$ cat src/rtl/ring_phase_monitor_pkg.sv
// Shared types and helpers for the ring phase monitor.
// FSM states, fault codes and one-hot/rotation utilities.
package ring_pkg;

    typedef enum logic [1:0] {
        SYNC   = 2'd0,
        LOCKED = 2'd1,
        FAULT  = 2'd2
    } ring_state_t;

    localparam logic [1:0] FC_NONE   = 2'b00;
    localparam logic [1:0] FC_ONEHOT = 2'b01;
    localparam logic [1:0] FC_STEP   = 2'b10;

    // Helpers operate on a zero-extended word so one body serves any WIDTH.
    localparam int MAX_W  = 32;
    localparam int LCNT_W = 4;

    function automatic logic is_onehot(input logic [MAX_W-1:0] v);
        return (v != '0) && ((v & (v - 1'b1)) == '0);
    endfunction

    function automatic logic [MAX_W-1:0] rotl1(
        input logic [MAX_W-1:0] v,
        input int               w
    );
        logic [MAX_W-1:0] mask;
        mask = (w >= MAX_W) ? '1 : ((MAX_W'(1) << w) - 1'b1);
        return ((v << 1) | (v >> (w - 1))) & mask;
    endfunction

endpackage

$ cat src/rtl/ring_phase_monitor_onehot_enc.sv
// One-hot to binary index encoder with a legality flag.
// Index is meaningful only when valid is high.
module ring_onehot_enc
    import ring_pkg::*;
#(
    parameter int WIDTH = 4,
    parameter int IDX_W = $clog2(WIDTH)
) (
    input  logic [WIDTH-1:0] vec,
    output logic [IDX_W-1:0] idx,
    output logic             valid
);

    // OR together the positions of all set bits; exact for one-hot input
    always_comb begin
        idx = '0;
        for (int i = 0; i < WIDTH; i++) begin
            if (vec[i]) begin
                idx = idx | IDX_W'(i);
            end
        end
        valid = is_onehot(MAX_W'(vec));
    end

endmodule

$ cat src/rtl/ring_phase_monitor.sv
// Ring counter health monitor: legality, phase, revolutions, lock/fault.
// Optional macro RING_PHASE_MONITOR_SYNC_EN adds a 2-flop input synchronizer.
module ring_phase_monitor
    import ring_pkg::*;
#(
    parameter int WIDTH    = 4,
    parameter int REV_W    = 8,
    parameter int LOCK_CNT = 2
) (
    input  logic                     clk,
    input  logic                     reset,
    input  logic [WIDTH-1:0]         ring_in,
    input  logic                     clear_err,
    output logic [$clog2(WIDTH)-1:0] phase_idx,
    output logic                     phase_valid,
    output logic                     wrap_pulse,
    output logic [REV_W-1:0]         rev_count,
    output logic                     locked,
    output logic                     fault,
    output logic [1:0]               fault_code
);

    localparam int IDX_W = $clog2(WIDTH);

    logic [WIDTH-1:0] samp;

`ifdef RING_PHASE_MONITOR_SYNC_EN
    logic [WIDTH-1:0] sync1;
    logic [WIDTH-1:0] sync2;

    // Two-flop synchronizer for a ring counter in a foreign clock domain
    always_ff @(posedge clk or negedge reset) begin
        if (!reset) begin
            sync1 <= '0;
            sync2 <= '0;
        end else begin
            sync1 <= ring_in;
            sync2 <= sync1;
        end
    end

    assign samp = sync2;
`else
    assign samp = ring_in;
`endif

    logic [WIDTH-1:0] cur;
    logic [WIDTH-1:0] prv;

    // Current and previous token samples
    always_ff @(posedge clk or negedge reset) begin
        if (!reset) begin
            cur <= '0;
            prv <= '0;
        end else begin
            cur <= samp;
            prv <= cur;
        end
    end

    logic [IDX_W-1:0] enc_idx;
    logic             enc_valid;

    ring_onehot_enc #(
        .WIDTH (WIDTH),
        .IDX_W (IDX_W)
    ) u_enc (
        .vec   (cur),
        .idx   (enc_idx),
        .valid (enc_valid)
    );

    logic [MAX_W-1:0] prv_rot;
    logic             step_ok;
    logic             wrap_seen;

    assign prv_rot   = rotl1(MAX_W'(prv), WIDTH);
    assign step_ok   = (prv == '0) || (cur == prv) ||
                       (MAX_W'(cur) == prv_rot);
    assign wrap_seen = prv[WIDTH-1] & cur[0];

    ring_state_t       state_q;
    ring_state_t       state_d;
    logic [LCNT_W-1:0] lock_q;
    logic [LCNT_W-1:0] lock_d;
    logic [1:0]        code_d;
    logic              wrap_d;
    logic [REV_W-1:0]  rev_d;

    // Lock/fault next state plus registered-output next values
    always_comb begin
        state_d = state_q;
        lock_d  = lock_q;
        code_d  = fault_code;
        wrap_d  = 1'b0;
        rev_d   = rev_count;
        unique case (state_q)
            SYNC: begin
                if (enc_valid && step_ok) begin
                    if (lock_q + 1'b1 >= LCNT_W'(LOCK_CNT)) begin
                        state_d = LOCKED;
                        lock_d  = '0;
                    end else begin
                        lock_d = lock_q + 1'b1;
                    end
                end else begin
                    lock_d = '0;
                end
            end
            LOCKED: begin
                if (!enc_valid) begin
                    state_d = FAULT;
                    code_d  = FC_ONEHOT;
                end else if (!step_ok) begin
                    state_d = FAULT;
                    code_d  = FC_STEP;
                end else if (wrap_seen) begin
                    wrap_d = 1'b1;
                    rev_d  = rev_count + 1'b1;
                end
            end
            FAULT: begin
                if (clear_err) begin
                    state_d = SYNC;
                    lock_d  = '0;
                    code_d  = FC_NONE;
                end
            end
            default: begin
                state_d = SYNC;
                lock_d  = '0;
            end
        endcase
    end

    // FSM state, lock counter and status registers
    always_ff @(posedge clk or negedge reset) begin
        if (!reset) begin
            state_q    <= SYNC;
            lock_q     <= '0;
            fault_code <= FC_NONE;
            wrap_pulse <= 1'b0;
            rev_count  <= '0;
        end else begin
            state_q    <= state_d;
            lock_q     <= lock_d;
            fault_code <= code_d;
            wrap_pulse <= wrap_d;
            rev_count  <= rev_d;
        end
    end

    // Phase tracks the token in every state; index holds on illegal samples
    always_ff @(posedge clk or negedge reset) begin
        if (!reset) begin
            phase_idx   <= '0;
            phase_valid <= 1'b0;
        end else begin
            phase_valid <= enc_valid;
            if (enc_valid) begin
                phase_idx <= enc_idx;
            end
        end
    end

    assign locked = (state_q == LOCKED);
    assign fault  = (state_q == FAULT);

endmodule

$ cat config.mk
export PLATFORM = sky130hd
export DESIGN_NAME = ring_phase_monitor
export DESIGN_NICKNAME = d
export VERILOG_FILES = /design/src/rtl/ring_phase_monitor_pkg.sv /design/src/rtl/ring_phase_monitor_onehot_enc.sv /design/src/rtl/ring_phase_monitor.sv
export SDC_FILE = /design/constraint.sdc
export NUM_CORES = 1
export LEC_CHECK = 0
export BUFFER_PORTS_ARGS = -buffer_cell sky130_fd_sc_hd__buf_2
export CAP_MARGIN = 20
export CORE_MARGIN = 2
export CORE_UTILIZATION = 49
export DETAILED_ROUTE_END_ITERATION = 8
export HOLD_SLACK_MARGIN = 0.15
export PLACE_DENSITY = 0.76
export SLEW_MARGIN = 10
export SYNTH_ARGS = -nofsm -noshare
export SYNTH_HDL_FRONTEND = slang
export SYNTH_SLANG_ARGS = --single-unit
$ cat constraint.sdc
create_clock -name clk -period 2.2 [get_ports clk]
set_clock_uncertainty 0.05 [all_clocks]
set_input_delay 0.44 -clock clk [delete_from_list [all_inputs] [get_ports clk]]
set_output_delay 0.44 -clock clk [all_outputs]
set_load 0.03 [all_outputs]
==> metrics.cfg, run 1 <==
[status]
status = complete, no violations

[run]
maxCapViolCount = 0

[yosys]
synth.most_common_cell = dfrtp_1
ys.flop_type = dfrtp_1
synth_compound_area_share_pct = 11.4
netlist_area_um2 = 1390
ys_warn_count = 0
synth.avg_cell_area_um2 = 11.4
synth_common_cells = dfrtp_1, xor2_1, inv_1
post-synth-top-area-cell = dfrtp_1
synth.top_cell.area_share_pct = 50.6
ys_seq_elements = 28
async_flop_share_pct = 100
synthXorXnorAreaFrac_pct = 10.0
synth_area_leaders = dfrtp_1, xor2_1, ha_1
yosysUniqueCellTypes = 37
synth_top_family_by_area = simple AND/OR/NAND/NOR gates
synth_mux_area_share_pct = 2.44
synth_edf_count = 0
synth_nets = 135
ys_seq_area_share_pct = 50.6
synth-simple-area-share_pct = 15.4
syn_inst = 121
synthAdderAreaFrac_pct = 6.32

[finish]
nNetsFinal = 167
num_antenna_cells = 0
drive_above_1_share_pct = 25.2
syn_to_final_growth_pct = 17.5
fillCellCount = 229
design_area_um2 = 1630

[cts]
cts_tree = yes
cts_buffer_depth = 2
cts.sinks = 28
numCtsBuffers = 3
root_buffer = clkbuf_4
path_clk_slew_ns = 0.14
h-tree-depth = 1
clock_latency_ns = 0.32

[place]
gp_congestion = 0.792
hpwl_um = 1810
io_buffers = 22
placed_cell_area_um2 = 1530

[critical_path]
slowest_delay_ns = 0.51
critPathKind = flop to flop
cp_max_fo = 9
start_kind = flop
crit_path_end_kind = flop
arrival_ns = 2.24
cpMaxStageDelayCell = dfrtp_1
crit_path_cell_trace = xor2_1, o41ai_2, o211a_1, nand3_1, mux2_1
required_ns = 2.37

[timing]
fmax_mhz = 483
setup_viol = 0
fin_tns_setup_ns = 0
hold_viol = 0
fin_crit_ns = 2.07
grt_setup_unrepaired = no
worstMarginPinSlew_ns = 0.606
timing.final.max_slew_violations = 0
holdWs_ns = 0.409
layout_worst_path_cycle_share_pct = 94.2
maxSlewHeadroom_pct = 59.6

[floorplan]
start_util_pct = 51.1
rows = 19
fp.dieH_um = 57.2
core_area_um2 = 2710
die-area_um2 = 3270
die_x_um = 57.2
io_pins = 23

[route]
drtIter0Drc = 18
routedWlPerCell_um = 13.2
vias_per_cell = 5.43
first_pass_iters = 4
wl_um = 2410
drcViolationCount = 0
antenna_left = 0
vias = 989

[global_route]
use_met3_pct = 2.27
antenna_found_initial = 0
grt_max_degree = 29
grt_busiest_layer = met2
gr-usage-met2_pct = 28.9
grt_pass1_wl_um = 4190
use_met1_pct = 20.1
grt_pass1_vias = 993
track_usage_pct = 16.3
overflow = 0

[power]
vdd_ir_drop_max_v = 0.000587
powerDensity_nw_per_um2 = 761
leakage_nw = 0.841

[min_path]
hp-class = flop to flop

path summary, 6_finish.rpt:
check / from / endpoint / slack, ns / depth (start not counted)
max: cur[3] / rev_count[1] / 0.13 / 5
max in group asynchronous: reset / cur[0] / 1.09 / 2
max reg2reg: cur[3] / rev_count[1] / 0.13 / 5
min in group asynchronous: reset / cur[2] / 0.59 / 2
min: cur[1] / prv[1] / 0.41 / 0
min reg2reg: cur[1] / prv[1] / 0.41 / 0
placed cells by master, fill, tap and decap left out, drive strengths merged, types with 3 or more instances in the layout:
cell type     n
xnor2         4
nand2         8
a21oi         3
o21ai         3
nor2b         3
dlygate4sd3   5
inv          10
ha            7
nor2          4
mux2          3
nor4          5
dfrtp        28
buf          24
clkbuf        3
xor2         11
nand4         4
routing by layer:
layer	wire length [µm]	share of wire, %
met5	0	0
met4	27	1.1
met3	62	2.6
met2	1280	53
met1	1040	43
cell type report:
type                    instances  area [µm²]  area share (%)
clock buffers                   3        22.5            1.38
repair buffers                 29         175            10.8
flip-flops and latches         28         702            43.1
inverters                      10        37.5            2.31
multi-input cells              81         652            40.0
well taps                      31        38.8            2.38
flip-flops by register name, indices dropped and copies added, names as in the netlist:
| register | count |
|---|---|
| prv | 4 |
| cur | 4 |
| state_q | 2 |
| wrap_pulse | 1 |
| phase_valid | 1 |
| rev_count | 8 |
| fault_code | 2 |
| lock_q | 4 |
| phase_idx | 2 |
cells by family (layout without fill, tap and decap cells):
logic type | after synthesis | after routing
simple gates | 37 | 37
flops | 28 | 28
compound gates | 19 | 19
xor+xnor | 15 | 15
buf+inv | 12 | 42
fa+ha+maj | 7 | 7
mux | 3 | 3
per-stage QoR:
| step | power, mW | utilization (%) | worst slack (ns) | cells |
|---|---|---|---|---|
| after detailed placement | 1.04 | 56.6 | 0.0886 | 174 |
| after global routing | 1.32 | 60.1 | 0.00841 | 182 |
| after floorplan | 0.922 | - | 0.106 | 121 |
| after CTS | 1.24 | 57.8 | 0.0301 | 178 |
| final | 1.24 | 60.1 | 0.127 | 182 |
| after global placement | 1.02 | 56.6 | 0.142 | 174 |
critical path, delay by kind of cell (launching register included):
family                    cells  cell delay [ns]
AOI/OAI and AO/OA             2             0.69
muxes                         1             0.34
xor gates and xnor gates      1             0.21
DFF                           1             0.51
and+or+nand+nor               1             0.17
repair_timing:
action                                 CTS  global route
endpoints found under the hold margin   28             4
hold buffers                             1             4
resized for setup                        0             4
buffers inserted                         0             0
setup endpoints to repair                0             9
power breakdown:
| group | internal, mW | switching, mW |
|---|---|---|
| sequential | 0.568 | 0.0443 |
| combinational | 0.148 | 0.275 |
| clock | 0.0642 | 0.139 |
| total | 0.780 | 0.459 |
Power figures use the tool's default switching activity.
==> inputs of run 2 (changes only) <==
--- a/config.mk
+++ b/config.mk
@@ -11,7 +11,7 @@
 export CORE_UTILIZATION = 49
 export DETAILED_ROUTE_END_ITERATION = 8
 export HOLD_SLACK_MARGIN = 0.15
-export PLACE_DENSITY = 0.76
+export PLACE_DENSITY = 0.86
 export SLEW_MARGIN = 10
 export SYNTH_ARGS = -nofsm -noshare
 export SYNTH_HDL_FRONTEND = slang
==> run 2 against run 1 <==
  * Critical path depth grew 1
  * Largest cell class unchanged
  * First-iteration DRC count grew 89%
  * Combinational power grew 6.1%
==> metrics.cfg, run 2 (same netlist as run 1, synthesis figures left out) <==
[status]
status = complete, no violations

[floorplan]
die_x_um = 57.2
core_area_um2 = 2710
io_pins = 23
start_util_pct = 51.1
die-area_um2 = 3270
fp.dieH_um = 57.2
rows = 19

[power]
p_sw_share_pct = 35.5
p_int_mw = 0.904
p_total_mw = 1.40
power.switching_mw = 0.498
pwr-share-seq_pct = 43.8
powerDensity_nw_per_um2 = 838
p_comb_share_pct = 32.0
vdd_ir_drop_max_v = 0.000573
leakage_nw = 0.866
pwr-share-clk_pct = 24.2

[route]
vias_per_cell = 5.57
vias = 1031
first_pass_iters = 5
routedWlPerCell_um = 14.6
drcViolationCount = 0
drtIter0Drc = 34
wl_um = 2700
antenna_left = 0

[timing]
hold_viol = 0
worstMarginPinSlew_ns = 0.604
fin_crit_ns = 2.13
grt_setup_unrepaired = yes
fmax_mhz = 469
layout_worst_path_cycle_share_pct = 97.0
setup_viol = 0
fin_tns_setup_ns = 0
maxSlewHeadroom_pct = 59.7
timing.final.max_slew_violations = 0

[place]
hpwl_um = 2000
io_buffers = 22
gp_congestion = 0.737

[cts]
cts.sinks = 28
root_buffer = clkbuf_4
numCtsBuffers = 3
h-tree-depth = 1
path_clk_slew_ns = 0.15
cts_buffer_depth = 2
clock_latency_ns = 0.34
cts_tree = yes

[finish]
drive_above_1_share_pct = 26.6
fillCellCount = 214
top_register = rev_count
largest_reg_flops = 8
syn_to_final_growth_pct = 20.8
layout_commonest_cell = dfrtp_1
nNetsFinal = 169
num_antenna_cells = 0
mostFrequentLayoutCells = dfrtp_1, buf_2, xor2_1

[global_route]
antenna_found_initial = 0
grt_pass1_wl_um = 4370
grt_pass1_vias = 998
track_usage_pct = 17.6
overflow = 0
grt_max_degree = 29

[run]
maxCapViolCount = 0

[critical_path]
crit_path_cell_trace = ha_1, nor4_4, o211ai_2, buf_4, nor4_1, xor2_1
reg2reg_from = cur[0]
critPathKind = flop to flop
timing.rr.end = rev_count[6]
slowest_delay_ns = 0.49
required_ns = 2.42
ff2ff_setup_slack_ns = 0.07
cpMaxStageDelayCell = dfrtp_2
crit_path_end_kind = flop
r2r_cells = 6
arrival_ns = 2.35
start_kind = flop
cp_max_fo = 8

[min_path]
min_to = phase_idx[0]
whs_path_depth = 2
hp-class = flop to flop
min_from = phase_idx[0]

run 2: cell count changes in the layout (fill, tap and decap cells not counted):
| cell | change |
|---|---|
| bufinv_16 | +1 |
| buf_4 | +2 |
run 2: routing by layer:
| metal | GRT usage [%] | vias up | part of all wire (%) |
|---|---|---|---|
| li1 | - | 498 | - |
| met3 | 2.49 | 3 | 4.7 |
| met1 | 22.4 | 489 | 43 |
| met5 | 0 | - | 0 |
| met4 | 8.31 | 0 | 0.96 |
| met2 | 29.6 | 41 | 51 |
run 2: area by class of cell:
| type | count | area, µm² | area share [%] |
|---|---|---|---|
| clock buffers | 3 | 22.5 | 1.35 |
| well taps | 31 | 38.8 | 2.32 |
| repair buffers | 31 | 190 | 11.4 |
| clock inverters | 1 | 30.0 | 1.80 |
| multi-input cells | 81 | 652 | 39.0 |
| flip-flops and latches | 28 | 702 | 42.0 |
| inverters | 10 | 37.5 | 2.24 |
run 2: per-stage QoR:
step	utilization (%)	instance area [µm²]	worst slack [ns]	hold slack, ns	std cells
floorplan	-	1390	0.106	0.0944	121
global placement	56.6	1530	0.149	0.408	174
detailed placement	56.6	1530	0.0491	0.424	174
CTS	60.3	1640	0.0150	0.458	183
global route	61.7	1670	-0.0471	0.492	185
finish	61.7	1670	0.0668	0.445	185
run 2: worst max-delay path: cells and delay by family (launching register included):
kind	cells	cell delay, ns
AOI/OAI and AO/OA	1	0.15
xor gates and xnor gates	1	0.19
adders and majority gates	1	0.35
buffers and inverters	1	0.19
DFF	1	0.49
and+or+nand+nor	2	0.65
run 2: worst max path at each step:
stage          cells after the start  slack (ns)            to   start
2_1_floorplan                      5        0.11  rev_count[7]  cur[0]
3_3_place_gp                       5        0.15  rev_count[7]  cur[0]
3_5_place_dp                       5        0.05  rev_count[1]  cur[0]
4_1_cts                            5        0.02  rev_count[1]  cur[0]
5_1_grt                            6       -0.05  rev_count[3]  cur[0]
6_report                           6        0.07  rev_count[6]  cur[0]
run 2: what timing repair did:
action                                  4_1_cts  5_1_grt
endpoints found under the hold margin        32        0
endpoints found under the setup margin        0        8
resized for setup                             0        4
hold buffers                                  5        0
setup buffers                                 0        2
run 2: power by group through the flow:
stage	clock (mW)	sequential, mW	combinational [mW]
2_1_floorplan	0	0.673	0.250
3_3_place_gp	0	0.620	0.397
3_5_place_dp	0	0.625	0.429
4_1_cts	0.346	0.615	0.437
5_1_grt	0.362	0.622	0.489
6_report	0.339	0.614	0.449
